File: config.mk
export PLATFORM = sky130hd
export DESIGN_NAME = key_press_gen
export DESIGN_NICKNAME = d
export VERILOG_FILES = /design/src/rtl/key_pkg.sv /design/src/rtl/key_tick_div.sv /design/src/rtl/key_press_gen.sv
export SDC_FILE = /design/constraint.sdc
export NUM_CORES = 1
export LEC_CHECK = 0
export CAP_MARGIN = 20
export CORE_MARGIN = 5
export CORE_UTILIZATION = 40
export DETAILED_ROUTE_END_ITERATION = 16
export GPL_TIMING_DRIVEN = 0
export SYNTH_ARGS = -nofsm -noshare
export SYNTH_HDL_FRONTEND = slang
export SYNTH_SLANG_ARGS = --single-unit
File: constraint.sdc
create_clock -name clk -period 2.5 [get_ports clk]
set_input_delay 0.5 -clock clk [delete_from_list [all_inputs] [get_ports clk]]
set_output_delay 0.5 -clock clk [all_outputs]
set_load 0.01 [all_outputs]
File: src/rtl/key_pkg.sv
// Shared definitions for the 8-key push-button emitter and decoder:
// key codes, active-low key patterns, FSM state constants and the code map.
package key_pkg;

  localparam logic [3:0] CODE_K0 = 4'b1110;
  localparam logic [3:0] CODE_K1 = 4'b1101;
  localparam logic [3:0] CODE_K2 = 4'b1100;
  localparam logic [3:0] CODE_K3 = 4'b1011;
  localparam logic [3:0] CODE_K4 = 4'b1010;
  localparam logic [3:0] CODE_K5 = 4'b1001;
  localparam logic [3:0] CODE_K6 = 4'b0111;
  localparam logic [3:0] CODE_K7 = 4'b0110;

  localparam logic [7:0] PAT_K0 = 8'b1111_1110;
  localparam logic [7:0] PAT_K1 = 8'b1111_1101;
  localparam logic [7:0] PAT_K2 = 8'b1111_1011;
  localparam logic [7:0] PAT_K3 = 8'b1111_0111;
  localparam logic [7:0] PAT_K4 = 8'b1110_1111;
  localparam logic [7:0] PAT_K5 = 8'b1101_1111;
  localparam logic [7:0] PAT_K6 = 8'b1011_1111;
  localparam logic [7:0] PAT_K7 = 8'b0111_1111;

  localparam logic [7:0] KEY_NONE = 8'hFF;

  localparam logic [1:0] ST_IDLE    = 2'd0;
  localparam logic [1:0] ST_PRESS   = 2'd1;
  localparam logic [1:0] ST_RELEASE = 2'd2;

  typedef struct packed {
    logic       mapped;
    logic [7:0] pattern;
  } key_map_t;

  // Unmapped codes return KEY_NONE so a stray use never drives a key low.
  function automatic key_map_t key_map(input logic [3:0] code);
    key_map_t m;
    m.mapped  = 1'b1;
    m.pattern = KEY_NONE;
    case (code)
      CODE_K0: m.pattern = PAT_K0;
      CODE_K1: m.pattern = PAT_K1;
      CODE_K2: m.pattern = PAT_K2;
      CODE_K3: m.pattern = PAT_K3;
      CODE_K4: m.pattern = PAT_K4;
      CODE_K5: m.pattern = PAT_K5;
      CODE_K6: m.pattern = PAT_K6;
      CODE_K7: m.pattern = PAT_K7;
      default: m.mapped  = 1'b0;
    endcase
    return m;
  endfunction

endpackage

File: src/rtl/key_tick_div.sv
// DIV-cycle prescaler: tick_o is high in the last cycle of each period.
// Synchronous clear restarts the period at count zero.
module key_tick_div #(
  parameter int DIV = 2000
) (
  input  logic clk,
  input  logic reset,
  input  logic clr_i,
  output logic tick_o
);
  import key_pkg::*;

  localparam int PW = (DIV > 1) ? $clog2(DIV) : 1;
  localparam logic [PW-1:0] CNT_LAST = PW'(DIV - 1);

  logic [PW-1:0] cnt_q, cnt_d;

  assign tick_o = (cnt_q == CNT_LAST);

  always_comb begin
    cnt_d = cnt_q + 1'b1;
    if (clr_i || tick_o) begin
      cnt_d = '0;
    end
  end

  always_ff @(posedge clk or negedge reset) begin
    if (!reset) begin
      cnt_q <= '0;
    end else begin
      cnt_q <= cnt_d;
    end
  end

endmodule

File: src/rtl/key_press_gen.sv
// Accepts a key code over valid/ready and drives an active-low one-hot key bus,
// holding each press HOLD_TICKS ticks then releasing for GAP_TICKS ticks.
module key_press_gen #(
  parameter int DIV        = 2000,
  parameter int HOLD_TICKS = 8,
  parameter int GAP_TICKS  = 4
) (
  input  logic       clk,
  input  logic       reset,
  input  logic       code_valid,
  input  logic [3:0] code,
  output logic       code_ready,
  output logic [7:0] key,
  output logic       busy,
  output logic       done,
  output logic       err
);
  import key_pkg::*;

  localparam int MAX_TICKS = (HOLD_TICKS > GAP_TICKS) ? HOLD_TICKS : GAP_TICKS;
  localparam int TW        = $clog2(MAX_TICKS + 1);
  localparam logic [TW-1:0] HOLD_LAST = TW'(HOLD_TICKS - 1);
  localparam logic [TW-1:0] GAP_LAST  = TW'(GAP_TICKS - 1);

  logic [1:0]    state_q, state_d;
  logic [7:0]    key_q, key_d;
  logic          busy_q, busy_d;
  logic          done_q, done_d;
  logic          err_q, err_d;
  logic [TW-1:0] tcnt_q, tcnt_d;
  logic          div_clr;
  logic          tick;
  key_map_t      km;

  key_tick_div #(
    .DIV(DIV)
  ) u_div (
    .clk   (clk),
    .reset (reset),
    .clr_i (div_clr),
    .tick_o(tick)
  );

  assign km = key_map(code);

  always_comb begin
    state_d = state_q;
    key_d   = key_q;
    busy_d  = busy_q;
    done_d  = 1'b0;
    err_d   = 1'b0;
    tcnt_d  = tcnt_q;
    div_clr = 1'b0;
    case (state_q)
      ST_IDLE: begin
        // Prescaler is held cleared so the first hold period starts exactly at the handshake.
        div_clr = 1'b1;
        tcnt_d  = '0;
        if (code_valid) begin
          if (km.mapped) begin
            state_d = ST_PRESS;
            key_d   = km.pattern;
            busy_d  = 1'b1;
          end else begin
            err_d = 1'b1;
          end
        end
      end
      ST_PRESS: begin
        if (tick) begin
          if (tcnt_q == HOLD_LAST) begin
            state_d = ST_RELEASE;
            key_d   = KEY_NONE;
            tcnt_d  = '0;
            div_clr = 1'b1;
          end else begin
            tcnt_d = tcnt_q + 1'b1;
          end
        end
      end
      ST_RELEASE: begin
        if (tick) begin
          if (tcnt_q == GAP_LAST) begin
            state_d = ST_IDLE;
            busy_d  = 1'b0;
            done_d  = 1'b1;
            tcnt_d  = '0;
            div_clr = 1'b1;
          end else begin
            tcnt_d = tcnt_q + 1'b1;
          end
        end
      end
      default: begin
        state_d = ST_IDLE;
        key_d   = KEY_NONE;
        busy_d  = 1'b0;
        tcnt_d  = '0;
        div_clr = 1'b1;
      end
    endcase
  end

  always_ff @(posedge clk or negedge reset) begin
    if (!reset) begin
      state_q <= ST_IDLE;
      key_q   <= KEY_NONE;
      busy_q  <= 1'b0;
      done_q  <= 1'b0;
      err_q   <= 1'b0;
      tcnt_q  <= '0;
    end else begin
      state_q <= state_d;
      key_q   <= key_d;
      busy_q  <= busy_d;
      done_q  <= done_d;
      err_q   <= err_d;
      tcnt_q  <= tcnt_d;
    end
  end

  assign code_ready = (state_q == ST_IDLE);
  assign key        = key_q;
  assign busy       = busy_q;
  assign done       = done_q;
  assign err        = err_q;

endmodule

==> run_results.csv <==
group,metric,value,unit
timing,final-setup-viol-count,0,
critical_path,critPathCaptureType,"flop",
timing,rsz0062_at_grt,"no",
clock_network,cts_tree,"yes",
timing,hold_violations,0,
clock_network,ctsHtreeMaxLevel,1,
critical_path,critPathKind,"input port to flop",
power_and_ir_drop,power.leakage,0.870,nW
power_and_ir_drop,p_int,0.685,mW
grt,grt_max_degree,18,
status,status,"finished, final reports clean",
logic_synthesis,ys_top_cells_by_area,"dfrtp_1, dfstp_2, mux2_4, ha_1, nor2_1",
final_layout,diodes,0,
clock_network,post_cts_buffers,0,
power_and_ir_drop,p_per_area,441,nW/um2
timing,slew_headroom,0.586,
clock_network,root_buffer,"clkbuf_8",
clock_network,clkLatencyLatePin,0.27,ns
logic_synthesis,avgSynthCellArea,10.4,um2
grt,grt_overflow_total,0,
routing,num_vias,1190,
timing,tns,0,ns
critical_path,path_max_fanout,8,
critical_path,worstPathArrival,2.40,ns
routing,drc,0,
timing,period_share,0.877,
floorplan,die_w,72.9,um
final_layout,syn2layout_area_growth,21.4,%
clock_network,cts_sinks,28,
logic_synthesis,yosysSeqAreaShare,0.449,
clock_network,hold_buffers,0,
final_layout,layout-drive-gt1-share,0.206,
placed_design,place_congestion,0.846,
flow_run,max_cap_viol_count,0,
clock_network,cts_resized,0,
logic_synthesis,synth_top_area_frac,0.316,
power_and_ir_drop,p_sw_frac,0.192,
timing,fin_skew,0.00453,ns
logic_synthesis,async_flop_share,1.00,
routing,dr_wl_met3,172,um
power_and_ir_drop,switchingPower,0.163,mW
timing,fmax,0.456,GHz
clock_network,clock_path_buffers,2,
logic_synthesis,ys.flop_type,"dfrtp_1",
floorplan,pin_count,19,
critical_path,worstPathRequired,2.71,ns
routing,avgViaCountPerCell,5.34,
logic_synthesis,synth_edf_count,0,
placed_design,numPortBuffers,18,
timing,period_needed,2.19,ns
timing,worst_pin_slew,0.618,ns
routing,wl_met1,1.39,mm
logic_synthesis,synth_warnings,0,
placed_design,hpwl,2.31,mm
grt,grt_pass1_wl,5.14,mm
final_layout,fill_cells,357,
logic_synthesis,synthCells,152,
timing,drv_slew,0,
routing,first_iter_violations,77,
routing,routed.top_layer,"met4",
floorplan,die_y,72.9,um
logic_synthesis,ys_ff_latch,28,
clock_network,clk_pin_slew_worst_paths,0.10,ns
routing,wl_per_cell,13.4,um
floorplan,dieArea,5320,um2
final_layout,final_core_util,0.513,
logic_synthesis,netlist_area,1580,um2
routing,wl,3.00,mm
clock_network,cts_buffers,3,
grt,antenna_found_initial,0,
grt,track_usage,0.121,
power_and_ir_drop,p_clk_frac,0.421,
floorplan,core,3740,um2
power_and_ir_drop,pwr-share-comb,0.044,
power_and_ir_drop,pwr-share-seq,0.535,
routing,first_pass_iters,4,
grt,grt_pass1_vias,1131,
logic_synthesis,synth_nets,164,
logic_synthesis,synth_top_cell_by_area,"dfrtp_1",
min_path,hp-class,"flop to flop",
floorplan,num_rows,22,
final_layout,nets,188,
critical_path,critPathLaunchType,"input port",
logic_synthesis,synthDistinctLibCells,44,
routing,met2WireLength,1.41,mm
routing,antenna_left,0,
power_and_ir_drop,ir_drop,0.287,mV
floorplan,initial_core_util,0.423,
==> power groups by stage <==
stage / Clock (mW) / Sequential [mW] / Combinational (mW)
5_1_grt: 0.391 / 0.453 / 0.0426
4_1_cts: 0.371 / 0.453 / 0.0386
2_1_floorplan: 0 / 0.462 / 0.00854
6_report: 0.357 / 0.453 / 0.0375
3_5_place_dp: 0 / 0.462 / 0.0383
3_3_place_gp: 0 / 0.462 / 0.0329
==> kinds of logic after synthesis <==
| logic type | share of synthesized area |
|---|---|
| buffers and inverters | 0.0490 |
| muxes | 0.0759 |
| DFF | 0.449 |
| adders and majority gates | 0.0395 |
| xor gates and xnor gates | 0.0443 |
| AOI/OAI and AO/OA | 0.0941 |
| and+or+nand+nor | 0.248 |
==> Yosys cell counts, types with 5 or more instances <==
| cell type | number |
|---|---|
| a21oi_1 | 7 |
| and3_1 | 5 |
| ha_1 | 5 |
| nand2_1 | 13 |
| o21ai_0 | 7 |
| inv_1 | 5 |
| xor2_1 | 5 |
| nor2_1 | 15 |
| nand4_1 | 6 |
| mux2_4 | 8 |
| dfrtp_1 | 20 |
| dfstp_2 | 8 |
| nand3_1 | 7 |
==> metal layers <==
layer,GRT usage,vias to the layer above
li1,-,585
met1,0.158,578
met2,0.204,25
met3,0.0248,2
met4,0.0307,0
met5,0,-
==> per-stage QoR <==
step	power [mW]	hold slack [ns]	instances	setup WS, ns	cell area (um2)
after CTS	0.863	0.489	223	0.321	1920
final	0.847	0.490	223	0.308	1920
after detailed placement	0.500	0.477	219	0.0232	1850
after global placement	0.495	0.465	218	0.0413	1820
after global routing	0.887	0.516	223	0.266	1920
after floorplan	0.470	0.204	152	0.682	1580
==> final timing paths <==
path | startpoint | to | slack [ns] | cells past startpoint
max | code[2] | key[1] | 0.31 | 6
min | u_div.cnt_q[0] | u_div.cnt_q[0] | 0.49 | 1
max reg2reg | state_q[1] | state_q[0] | 0.60 | 6
min reg2reg | u_div.cnt_q[0] | u_div.cnt_q[0] | 0.49 | 1
max in group asynchronous | reset | state_q[0] | 1.40 | 2
min in group asynchronous | reset | done | 0.61 | 1
==> cells in the final DEF (no fill, tap or decap), types with 2 or more instances in the layout <==
| master | n |
|---|---|
| and2_1 | 2 |
| nand2b_1 | 2 |
| dfstp_2 | 8 |
| and2b_1 | 2 |
| inv_1 | 5 |
| nand4_1 | 6 |
| mux2_4 | 8 |
| buf_6 | 4 |
| a21oi_1 | 7 |
| nor2_1 | 15 |
| a31oi_1 | 2 |
| nand3_1 | 7 |
| ha_1 | 5 |
| nand2_1 | 13 |
| clkdlybuf4s50_1 | 18 |
| clkbuf_8 | 3 |
| o21ai_0 | 7 |
| xnor2_1 | 3 |
| dfrtp_1 | 20 |
| and3_1 | 5 |
| nor4b_1 | 2 |
| xor2_1 | 5 |
==> layout make-up <==
| class | instances | area, um2 | share of cell area |
|---|---|---|---|
| Multi-Input combinational cell | 112 | 795 | 0.413 |
| Tap cell | 48 | 60.1 | 0.0313 |
| Clock buffer | 3 | 41.3 | 0.0215 |
| Sequential cell | 28 | 711 | 0.370 |
| Timing Repair Buffer | 19 | 208 | 0.108 |
| Buffer | 7 | 58.8 | 0.0306 |
| Clock inverter | 1 | 30.0 | 0.0156 |
| Inverter | 5 | 18.8 | 0.00977 |
==> sequential cells by signal (all words and copies together) (netlist names) <==
name	count
busy	1
state_q	2
done	1
tcnt_q	4
key	8
u_div.cnt_q	11
err	1
==> critical path: stages <==
cell and delay [ns]:
clkdlybuf4s50_1 0.54, or3_2 0.57, nand4_4 0.14, a221o_1 0.17, buf_6 0.16, mux2_4 0.31
No activity file was read; power rests on OpenSTA's default activity.
